==> config.mk <==
export PLATFORM = sky130hd
export DESIGN_NAME = payload_aligner_core
export DESIGN_NICKNAME = d
export VERILOG_FILES = /design/src/rtl/payload_aligner_core.sv
export SDC_FILE = /design/constraint.sdc
export NUM_CORES = 1
export LEC_CHECK = 0
export ABC_AREA = 1
export BUFFER_PORTS_ARGS = -buffer_cell sky130_fd_sc_hd__buf_2
export CAP_MARGIN = 20
export CORE_MARGIN = 1.5
export CORE_UTILIZATION = 49
export DETAILED_ROUTE_END_ITERATION = 10
export GPL_TIMING_DRIVEN = 0
export HOLD_SLACK_MARGIN = 0.06
export PLACE_DENSITY = 0.83
export SKIP_LAST_GASP = 1
export SYNTH_ARGS = -nofsm -noshare
export SYNTH_HDL_FRONTEND = slang
export SYNTH_SLANG_ARGS = --single-unit
==> constraint.sdc <==
create_clock -name iClk -period 1.7 [get_ports iClk]
set_input_delay 0.425 -clock iClk [delete_from_list [all_inputs] [get_ports iClk]]
set_output_delay 0.425 -clock iClk [all_outputs]
set_load 0.01 [all_outputs]
==> src/rtl/payload_aligner_core.sv <==
// rtl/payload_aligner_core.sv - strips the 7-byte header from a packet and realigns its payload by 7 lanes
// Optional feature macro: PAYLOAD_ALIGNER_BYTE_ENABLE_EN (drives real output byte enables and zeroes disabled lanes)
module payload_aligner_core (
  input  logic        iClk,
  input  logic        iReset,
  input  logic        iValid,
  input  logic [63:0] iPacket,
  input  logic        iSop,
  input  logic        iEop,
  input  logic [7:0]  iByte_enable,
  output logic [63:0] oPayload,
  output logic        oPayload_valid,
  output logic [55:0] oHeaders,
  output logic        oSop,
  output logic        oEop,
  output logic [7:0]  oByte_enable
);

  // ST_IDLE: waiting for a sop beat; ST_IN_PKT: payload beats expected;
  // ST_FLUSH: one extra output beat carries the last residue byte.
  typedef enum logic [1:0] {
    ST_IDLE   = 2'd0,
    ST_IN_PKT = 2'd1,
    ST_FLUSH  = 2'd2
  } state_t;

  state_t      state, state_nxt;
  logic [7:0]  residue, residue_nxt;
  logic        first_pend, first_nxt;
  logic [55:0] hdr_q, hdr_nxt;

  logic        emit;
  logic [63:0] emit_data;
  logic [7:0]  emit_be;
  logic        emit_sop;
  logic        emit_eop;
  logic [7:0]  lane_keep;
  logic [63:0] lane_data;

  // State register; reset discards any packet in flight and cancels a pending flush.
  always_ff @(posedge iClk or negedge iReset) begin
    if (!iReset) begin
      state      <= ST_IDLE;
      residue    <= 8'd0;
      first_pend <= 1'b0;
      hdr_q      <= 56'd0;
    end else begin
      state      <= state_nxt;
      residue    <= residue_nxt;
      first_pend <= first_nxt;
      hdr_q      <= hdr_nxt;
    end
  end

  // Next-state and output-beat decode for the current input beat.
  always_comb begin
    state_nxt   = state;
    residue_nxt = residue;
    first_nxt   = first_pend;
    hdr_nxt     = hdr_q;
    emit        = 1'b0;
    emit_data   = 64'd0;
    emit_be     = 8'd0;
    emit_sop    = 1'b0;
    emit_eop    = 1'b0;
    case (state)
      ST_FLUSH: begin
        // Any beat arriving here is dropped; only the stored last byte goes out.
        emit      = 1'b1;
        emit_data = {residue, 56'd0};
        emit_be   = 8'h80;
        emit_eop  = 1'b1;
        state_nxt = ST_IDLE;
      end
      default: begin
        if (iValid) begin
          if (iSop) begin
            // A sop always restarts, abandoning any unfinished packet silently.
            hdr_nxt     = iPacket[63:8];
            residue_nxt = iPacket[7:0];
            if (iEop) begin
              emit      = 1'b1;
              emit_sop  = 1'b1;
              emit_eop  = 1'b1;
              first_nxt = 1'b0;
              state_nxt = ST_IDLE;
              if (iByte_enable[0]) begin
                emit_data = {iPacket[7:0], 56'd0};
                emit_be   = 8'h80;
              end
            end else begin
              first_nxt = 1'b1;
              state_nxt = ST_IN_PKT;
            end
          end else if (state == ST_IN_PKT) begin
            emit        = 1'b1;
            emit_data   = {residue, iPacket[63:8]};
            emit_sop    = first_pend;
            first_nxt   = 1'b0;
            residue_nxt = iPacket[7:0];
            emit_be     = 8'hFF;
            if (iEop) begin
              if (iByte_enable[0]) begin
                // Full last beat leaves one byte behind in the residue.
                state_nxt = ST_FLUSH;
              end else begin
                emit_be   = {1'b1, iByte_enable[7:1]};
                emit_eop  = 1'b1;
                state_nxt = ST_IDLE;
              end
            end
          end
        end
      end
    endcase
  end

`ifdef PAYLOAD_ALIGNER_BYTE_ENABLE_EN
  assign lane_keep = emit_be;
`else
  // Lane enables are not exported in this build, so every lane passes through.
  assign lane_keep = emit_be | 8'hFF;
`endif

  // Zero any byte lane whose enable is clear.
  always_comb begin
    lane_data = 64'd0;
    for (int i = 0; i < 8; i++) begin
      if (lane_keep[7-i]) begin
        lane_data[63-8*i -: 8] = emit_data[63-8*i -: 8];
      end
    end
  end

  // Registered output beat, one cycle after the input beat that produced it.
  always_ff @(posedge iClk or negedge iReset) begin
    if (!iReset) begin
      oPayload       <= 64'd0;
      oPayload_valid <= 1'b0;
      oSop           <= 1'b0;
      oEop           <= 1'b0;
    end else begin
      oPayload_valid <= emit;
      oSop           <= emit_sop;
      oEop           <= emit_eop;
      if (emit) begin
        oPayload <= lane_data;
      end
    end
  end

  assign oHeaders = hdr_q;

`ifdef PAYLOAD_ALIGNER_BYTE_ENABLE_EN
  logic [7:0] be_q;

  // Byte-enable register tracks the payload register.
  always_ff @(posedge iClk or negedge iReset) begin
    if (!iReset) begin
      be_q <= 8'd0;
    end else if (emit) begin
      be_q <= emit_be;
    end
  end

  assign oByte_enable = be_q;
`else
  assign oByte_enable = 8'hFF;
`endif

endmodule

* Word-level counts from Yosys, hierarchy flattened *
Index checks and enable logic that the tools add are counted.

operators by class
  bitwise gates (word level) = 1
  reduce and logical (&&, ||, !) cells = 7
  eq/ne operators = 2
  muxes and demuxes = 33

operators with widths
  kind                                           number
  2-to-1 mux 64 bit                              6
  2-to-1 mux 1 bit                               19
  2-to-1 mux 8 bit                               2
  2-to-1 mux 2 bit                               6
  AND reduction 3 bit                            3
  nonzero test 3 bit                             2
  nonzero test 2 bit                             2
  == test 2 x 1 -> 1 bit, second input constant  1
  == test 2 bit, second input constant           1
  NOT 1 bit                                      1

word-level totals
  input port bits = 77
  output and inout bits = 131
  register bits after elaboration = 134
  word-level logic and storage cells = 51

* Depth between registers and ports, before layout *
Gate-level depths: netlist (run 1).

  depth in word-level cells = 6
  gate-level depth with buffers = 8

* Least setup slack after synthesis (run 1) *
OpenSTA, ideal clock, no wires.

  path type = in2reg
  start point = input iValid
  end point = register hdr_q[25] (netlist: oHeaders[25])
  arrival = 1094 ps
  data required time = 1582 ps
  stages = 7
  path buffers = 2
  setup slack = 489 ps
  cells stage by stage = inv_1 a21oi_2 nand2_1 buf_6 buf_6 nand2_1 o21ai_2

between the ends
  word-level cells in the longest chain between the ends = 1

RTL lines
  element                               RTL line  source
  start: declaration                    6         input logic iValid,
  AND reduction 3 bit (no source line)  --
  end signal: assignment                51        hdr_q <= hdr_nxt;
  end: declaration                      30        logic [55:0] hdr_q, hdr_nxt;

Every way passes these cells.
A chain may end at the register's enable or synchronous reset.

* Final worst setup path (run 1) *
  start point = register state[0]
  end point = register oPayload[28]

between the ends
  word-level cells in the longest chain between the ends = 5

RTL lines
  element                                                       RTL line  source
  start: declaration                                            27        state_t state, state_nxt;
  start signal: assignment                                      48        state <= state_nxt;
  == test 2 x 1 -> 1 bit                                        95        end else if (state == ST_IN_PKT) begin
  2-to-1 mux 64 bit / 2-to-1 mux 1 bit (equally long branches)  95
  2-to-1 mux 64 bit / 2-to-1 mux 1 bit (equally long branches)  77        if (iSop) begin
  2-to-1 mux 64 bit / 2-to-1 mux 1 bit (equally long branches)  76        if (iValid) begin
  2-to-1 mux 64 bit / 2-to-1 mux 1 bit (equally long branches)  66        case (state)
  end signal: assignment                                        147       oPayload <= lane_data;
  end: declaration                                              11        output logic [63:0] oPayload,

Several ways; a longest one is shown, not always the timed one.

==> summary.txt, run 1 <==
Global routing
  – First-pass GRT wire length: 23000 um
  – Initial antenna violation count: 0
  – Total track usage: 25.5%
  – Pin count of the biggest net entering global routing: 77
  – Number of global-route vias before repair: 4790
  – Gr ovfl total: 0

Critical path
  – CP Depth: 5
  – Max incr delay on CP: between 0.4 and 0.5 ns
  – Arr. time, crit path: approximately 2.0 ns
  – Critical Path Sink Type: register
  – CP max FO: 10
  – Largest delay share family, worst path: buffers and inverters
  – Slowest CP cell: clkbuf_1
  – Reg2Reg Depth: 5
  – CP Class: register to register
  – Bufs and invs on worst path: 2
  – Critical Path RT: 2.12 ns
  – Cell chain of the critical path: inv_2 -> nand2_1 -> clkbuf_1 -> nand3_1 -> o21ai_1
  – Worst Setup Start Kind: register

Place
  – Port bufs: about 190
  – Placer Congestion: 0.837
  – Post-DP HPWL: between 10000 and 15000 um

Floorplanning
  – Die ar.: roughly 12000 um^2
  – Row cnt: 38
  – Core Box Area: 10900 um^2
  – IO Pins: 208
  – Die width: 109 um
  – Initial Utilization: between 50% and 60%
  – Chip Height: 109 um

Min path
  – Worst min path class: input port to register
  – Hold path depth: 3

Drt
  – Remaining DRCs: 0
  – Via count: 4737
  – Routed wire length: 14600 um
  – Wire length per cell: 15.7 um
  – 1st-iter DRT viols: about 330
  – Vias per cell: 5.10
  – Post-DRT Antenna Nets: 0
  – Initial DRT Pass Iterations: 4

Yosys
  – Main combinational cell family by area after synthesis: simple AND/OR/NAND/NOR gates
  – Synthesized area per cell: a little under 10 um^2
  – Mapped Cells: 555
  – Post-Synth Simple-Gate Area: 16.5%
  – Multiplexer share of the synthesized area: 0%
  – Count of cell types in the netlist: 19
  – Post-synthesis sequential area ratio: 60.9%
  – Largest area contributor in the netlist: dfrtp_1
  – Adder-Cell Fraction of Synth Area: 0%
  – Yosys warnings: 0
  – Top post-synthesis cells by area: dfrtp_1, nand2_1, nand3_1
  – Synth top area share: 60.9%
  – Synthesized flop and latch total: 134
  – Mapped Area: 5510 um^2
  – Synth Area in XOR/XNOR: 0%
  – Synth Area in Compound Gates: 12.4%

Layout
  – Ant. Diodes: 0
  – Share of layout cells above drive strength 1: roughly two fifths
  – Number of nets in the layout: 852
  – P&R area growth vs syn: 33.3%

Timing
  – Fin Setup TNS: 0 ns
  – Slew Viols, Final: 0
  – Hold WS: about 0.13 ns
  – Count of final setup violators: 0
  – Final min period: 1.54 ns
  – Rel. slew slack: 52.7%
  – Final Skew: between 0.005 and 0.006 ns
  – Final Hold Fails: 0
  – Final period util: 90.3%
  – Achievable Freq: 0.651 GHz
  – Worst-Margin Slew: slightly above 0.7 ns
  – RSZ-0062 raised after global routing: false

Power and ir drop
  – Peak VDD IR: around 0.00086 V
  – PwrDens: 1730 nW/um^2
  – Overall power: 12.7 mW
  – Leakage: a little over 4 nW

Clocking
  – PostCTS Resize Cnt: 0
  – H-tree levels: 4
  – Worst skew pair latency: 0.52 ns
  – CTS tree: yes
  – CTS Buffer Depth: 2
  – Clock-pin slew on the worst setup and hold paths: roughly 0.06 ns
  – Root Driver: clkbuf_8
  – Num Clock Sinks: 134
  – Cts bufs inserted: 17

Status
  – Outcome: finished clean

Job
  – Max Cap Viol: 0
area by class of cell:
| class | instances | area (um^2) |
|---|---|---|
| fillers | 853 | 3550 |
| flip-flops and latches | 134 | 3350 |
| multi-input cells | 321 | 1620 |
| repair buffers | 194 | 1000 |
| clock buffers | 18 | 428 |
| plain buffers | 42 | 315 |
| inverters | 65 | 244 |
| clock inverters | 14 | 200 |
| well taps | 140 | 175 |
timing repair:
item,CTS,global route
hold endpoints to repair,75,0
buffers inserted,0,0
endpoints found under the setup margin,0,0
hold buffers,1,0
placed cells by master, fill, tap and decap left out, types with 2 or more instances in the layout:
cell | netlist | final
dfrtp_1 | 134 | 134
nand2_1 | 103 | 103
inv_6 | 0 | 2
clkbuf_16 | 0 | 16
conb_1 | 1 | 8
buf_2 | 9 | 200
o21ai_0 | 28 | 28
clkinv_4 | 0 | 4
o21ai_2 | 26 | 26
nand2_2 | 4 | 4
clkinvlp_4 | 0 | 3
o21ai_1 | 60 | 60
nand3_1 | 68 | 68
nor2_1 | 5 | 5
inv_1 | 60 | 60
buf_4 | 11 | 11
buf_6 | 14 | 15
clkbuf_8 | 0 | 2
nand3_2 | 8 | 8
clkbuf_1 | 8 | 8
inv_2 | 5 | 5
nand4_1 | 9 | 9
bufinv_16 | 0 | 4
synthesized netlist by cell type:
cell type and count:
dfrtp_1 134, nand2_1 103, nand3_1 68, inv_1 60
o21ai_1 60, o21ai_0 28, o21ai_2 26, buf_6 14
buf_4 11, buf_2 9, nand4_1 9, clkbuf_1 8
nand3_2 8, inv_2 5, nor2_1 5, nand2_2 4
a21oi_1 1, a21oi_2 1, conb_1 1
layer usage:
layer	track usage, %	vias to the layer above	part of all wire, %
met5	0	-	0
met4	10.3	0	1.2
li1	-	2240	-
met3	8.07	16	8.7
met1	30.7	2280	41
met2	42.4	201	49
where the power goes:
part	switching (mW)	total (mW)	internal, mW
logic	2.38	3.93	1.54
registers	0.636	4.93	4.29
clock network	1.41	3.85	2.44
total	4.44	12.7	8.27
through the flow:
step	instance area (um^2)	instances	utilization [%]	setup WS (ns)
6_report	7340	928	67.4	0.165
5_1_grt	7340	928	67.4	0.0260
4_1_cts	7340	928	67.4	0.160
3_5_place_dp	6700	895	61.5	0.0543
3_3_place_gp	6670	894	61.2	-1.48
2_1_floorplan	5530	562	-	0.489
sequential cells by signal, indices dropped and copies added (netlist names):
name            flops
oHeaders           56
first_pend          1
residue             8
oPayload_valid      1
state               2
oPayload           64
oEop                1
oSop                1
logic make-up after synthesis:
kind of cell,count (synthesis)
and+or+nand+nor,197
DFF,134
AOI/OAI and AO/OA,116
buffers and inverters,107
other,1
worst reg2reg max path, delay by kind of cell, from the launching register on:
family	cells	cell delay, ns
AO/OA/AOI/OAI	1	0.12
buffers and inverters	2	0.50
flip-flops	1	0.41
AND/OR/NAND/NOR	2	0.42
path summary, 6_finish.rpt:
check                             startpoint      endpoint  slack [ns]
max in group asynchronous             iReset  oHeaders[40]        0.45
worst max register to register      state[0]  oPayload[28]        0.16
worst min-delay path              iPacket[1]    residue[1]        0.13
worst min register to register  oHeaders[30]  oHeaders[30]        0.48
min in group asynchronous             iReset   oHeaders[9]        0.51
worst max-delay path                state[0]  oPayload[28]        0.16
(Power assumes the default switching activity.)
==> inputs of run 2 (changes only) <==
==> constraint.sdc (replaced) <==
create_clock -name iClk -period 1.7 [get_ports iClk]
set_input_delay 0.17 -clock iClk [delete_from_list [all_inputs] [get_ports iClk]]
set_output_delay 0.17 -clock iClk [all_outputs]
set_load 0.01 [all_outputs]
==> run 2 against run 1 <==
  * Die area did not move
  * Via count rose by 7.2%
  * Maximum frequency rose by 0.59%
  * Clock power barely moved
  * Global-route usage rose by 3.1 points
  * Setup slack improved by 0.0090 ns
  * Power rose by 1.7%
  * Critical path type unchanged
  * Critical endpoint unchanged
  * Largest cell class unchanged
  * Largest power group unchanged
==> summary.txt, run 2 (same netlist as run 1, synthesis figures left out) <==
Timing
  – Slew Viols, Final: 0 (unchanged)
  – Final Hold Fails: 0 (unchanged)
  – Final period util: 89.8% (-0.53 points)
  – Achievable Freq: 0.655 GHz (+0.59%)
  – Final Skew: 0.00487 ns (-0.000916 ns)
  – Final min period: 1.53 ns (-0.00896 ns)
  – Fin Setup TNS: 0 ns (unchanged)
  – Count of final setup violators: 0 (unchanged)
  – Worst-Margin Slew: 0.715 ns (+0.00560 ns)
  – Hold WS: 0.133 ns (+0.00177 ns)
  – RSZ-0062 raised after global routing: false
  – Rel. slew slack: 52.4% (-0.37 points)

Clocking
  – H-tree levels: 4 (unchanged)
  – PostCTS Resize Cnt: 0 (unchanged)
  – Num Clock Sinks: 134 (unchanged)
  – Setup bufs post-CTS: 0 (unchanged)
  – Clock-pin slew on the worst setup and hold paths: 0.06 ns (about the same)
  – Root Driver: clkbuf_8
  – Worst skew pair latency: 0.52 ns (about the same)
  – CTS tree: yes
  – Hold-fix buffers, CTS: 68 (+67)
  – Cts bufs inserted: 17 (unchanged)
  – CTS Buffer Depth: 2 (unchanged)

Floorplanning
  – Die width: 109 um (unchanged)
  – Core Box Area: 10900 um^2 (unchanged)
  – Row cnt: 38 (unchanged)
  – Die ar.: 11900 um^2 (unchanged)
  – IO Pins: 208 (unchanged)
  – Chip Height: 109 um (unchanged)
  – Initial Utilization: 50.6% (unchanged)

Critical path
  – Reg2Reg Depth: 5 (unchanged)
  – Critical path origin: state[0]
  – Worst Setup Start Kind: register
  – Critical Path RT: 2.13 ns (about the same)
  – CP Class: register to register
  – Worst r2r dst: oPayload[28]
  – RR Startpoint: state[0]
  – CP max FO: 10 (unchanged)
  – Arr. time, crit path: 1.95 ns (about the same)
  – Critical Path Sink Type: register
  – R2R setup slack: 0.17 ns (about the same)

Power and ir drop
  – Comb pwr share: 31.8% (+0.9 points)
  – PwrDens: 1610 nW/um^2 (-6.8%)
  – Sequential power share: 38.3% (-0.5 points)
  – Leakage: 4.35 nW (+6.9%)
  – Net Sw Frac: 35.2% (+0.28 points)
  – Pint: 8.37 mW (+1.2%)
  – Clock power share: 29.9% (-0.4 points)
  – Switching power: 4.55 mW (+2.5%)
  – Peak VDD IR: 0.000786 V (-8.9%)

Drt
  – Vias per cell: 5.10 (about the same)
  – Remaining DRCs: 0 (unchanged)
  – Via count: 5079 (+7.2%)
  – Post-DRT Antenna Nets: 0 (unchanged)
  – Wire length per cell: 16.3 um (+4.0%)
  – Routed wire length: 16300 um (+12%)
  – Initial DRT Pass Iterations: 7 (+3)
  – 1st-iter DRT viols: 292 (-11%)

Global routing
  – Pin count of the biggest net entering global routing: 77 (unchanged)
  – First-pass GRT wire length: 25600 um (+12%)
  – Number of global-route vias before repair: 5344 (+12%)
  – Gr ovfl total: 0 (unchanged)
  – Total track usage: 28.5% (+3.1 points)
  – Initial antenna violation count: 0 (unchanged)

Min path
  – Hold path depth: 5 (+2)
  – Hold EP: state[1]
  – Hold path start: iSop
  – Worst min path class: input port to register

Layout
  – Commonest non-fill, non-tap cell in the layout: buf_2
  – Final non-filler cell total: 995 (+7.2%)
  – Number of nets in the layout: 919 (+7.9%)
  – P&R area growth vs syn: 45.5%
  – Number of flip-flops in the largest register: 64 (unchanged)
  – Largest Register: oPayload
  – Share of layout cells above drive strength 1: 35.4% (-3.0 points)
  – Ant. Diodes: 0 (unchanged)
  – Final instance area: 8010 um^2 (+9.1%)
  – Fill cells: 749 (-12%)
  – Commonest cells after routing, fill and taps aside: buf_2, dfrtp_1, nand2_1

Place
  – Port bufs: 192 (unchanged)
  – Dpl cells: 895 (unchanged)
  – Placer Congestion: 0.837 (unchanged)
  – Post-DP HPWL: 10400 um (unchanged)
  – Placed instance area: 6700 um^2 (unchanged)

Job
  – Max Cap Viol: 0 (unchanged)

Status
  – Outcome: finished clean
## run 2: changes by cell type in the layout (fill, tap and decap cells not counted), sizes merged
cell and change:
dlygate4sd3 +67
## run 2: critical path, cell delays in order (launching register included)
cell and delay [ns]:
dfrtp_1 0.41, inv_2 0.06, nand2_1 0.29, clkbuf_1 0.42, nand3_1 0.14, o21ai_1 0.12
## run 2: metrics by stage
stage	power (mW)	setup slack (ns)	util (%)
global placement	8.70	-1.22	61.2
detailed placement	8.90	0.198	61.5
CTS	12.9	0.160	73.6
global route	13.6	0.0260	73.6
floorplan	7.12	0.520	-
finish	12.9	0.174	73.6
## run 2: routing by layer
metal / part of all wire (%) / track usage, % / vias to the layer above
li1: - / - / 2371
met1: 39 / 32.7 / 2437
met2: 50 / 48.9 / 232
met3: 7.6 / 8.31 / 39
met4: 2.6 / 13.7 / 0
met5: 0 / 0 / -
## run 2: layout make-up
class	count	area [um^2]	area share, %
Inverter	65	244	3.05
Tap cell	140	175	2.19
Multi-Input combinational cell	321	1620	20.2
Clock buffer	18	428	5.34
Sequential cell	134	3350	41.9
Timing Repair Buffer	261	1680	20.9
Clock inverter	14	200	2.50
Buffer	42	315	3.94
## run 2: power groups by stage
stage | Combinational (mW) | Clock (mW) | Sequential [mW]
3_3_place_gp | 3.80 | 0 | 4.89
3_5_place_dp | 3.95 | 0 | 4.95
2_1_floorplan | 1.75 | 0 | 5.37
4_1_cts | 4.10 | 3.91 | 4.92
5_1_grt | 4.54 | 4.04 | 5.05
6_report | 4.11 | 3.86 | 4.95
## run 2: worst max-delay path by stage
stage	depth (start not counted)	end
global route	5	oPayload[36]
finish	5	oPayload[28]
global placement	1	oHeaders[41]
detailed placement	5	oPayload[28]
floorplan	8	oPayload[56]
CTS	5	oPayload[28]
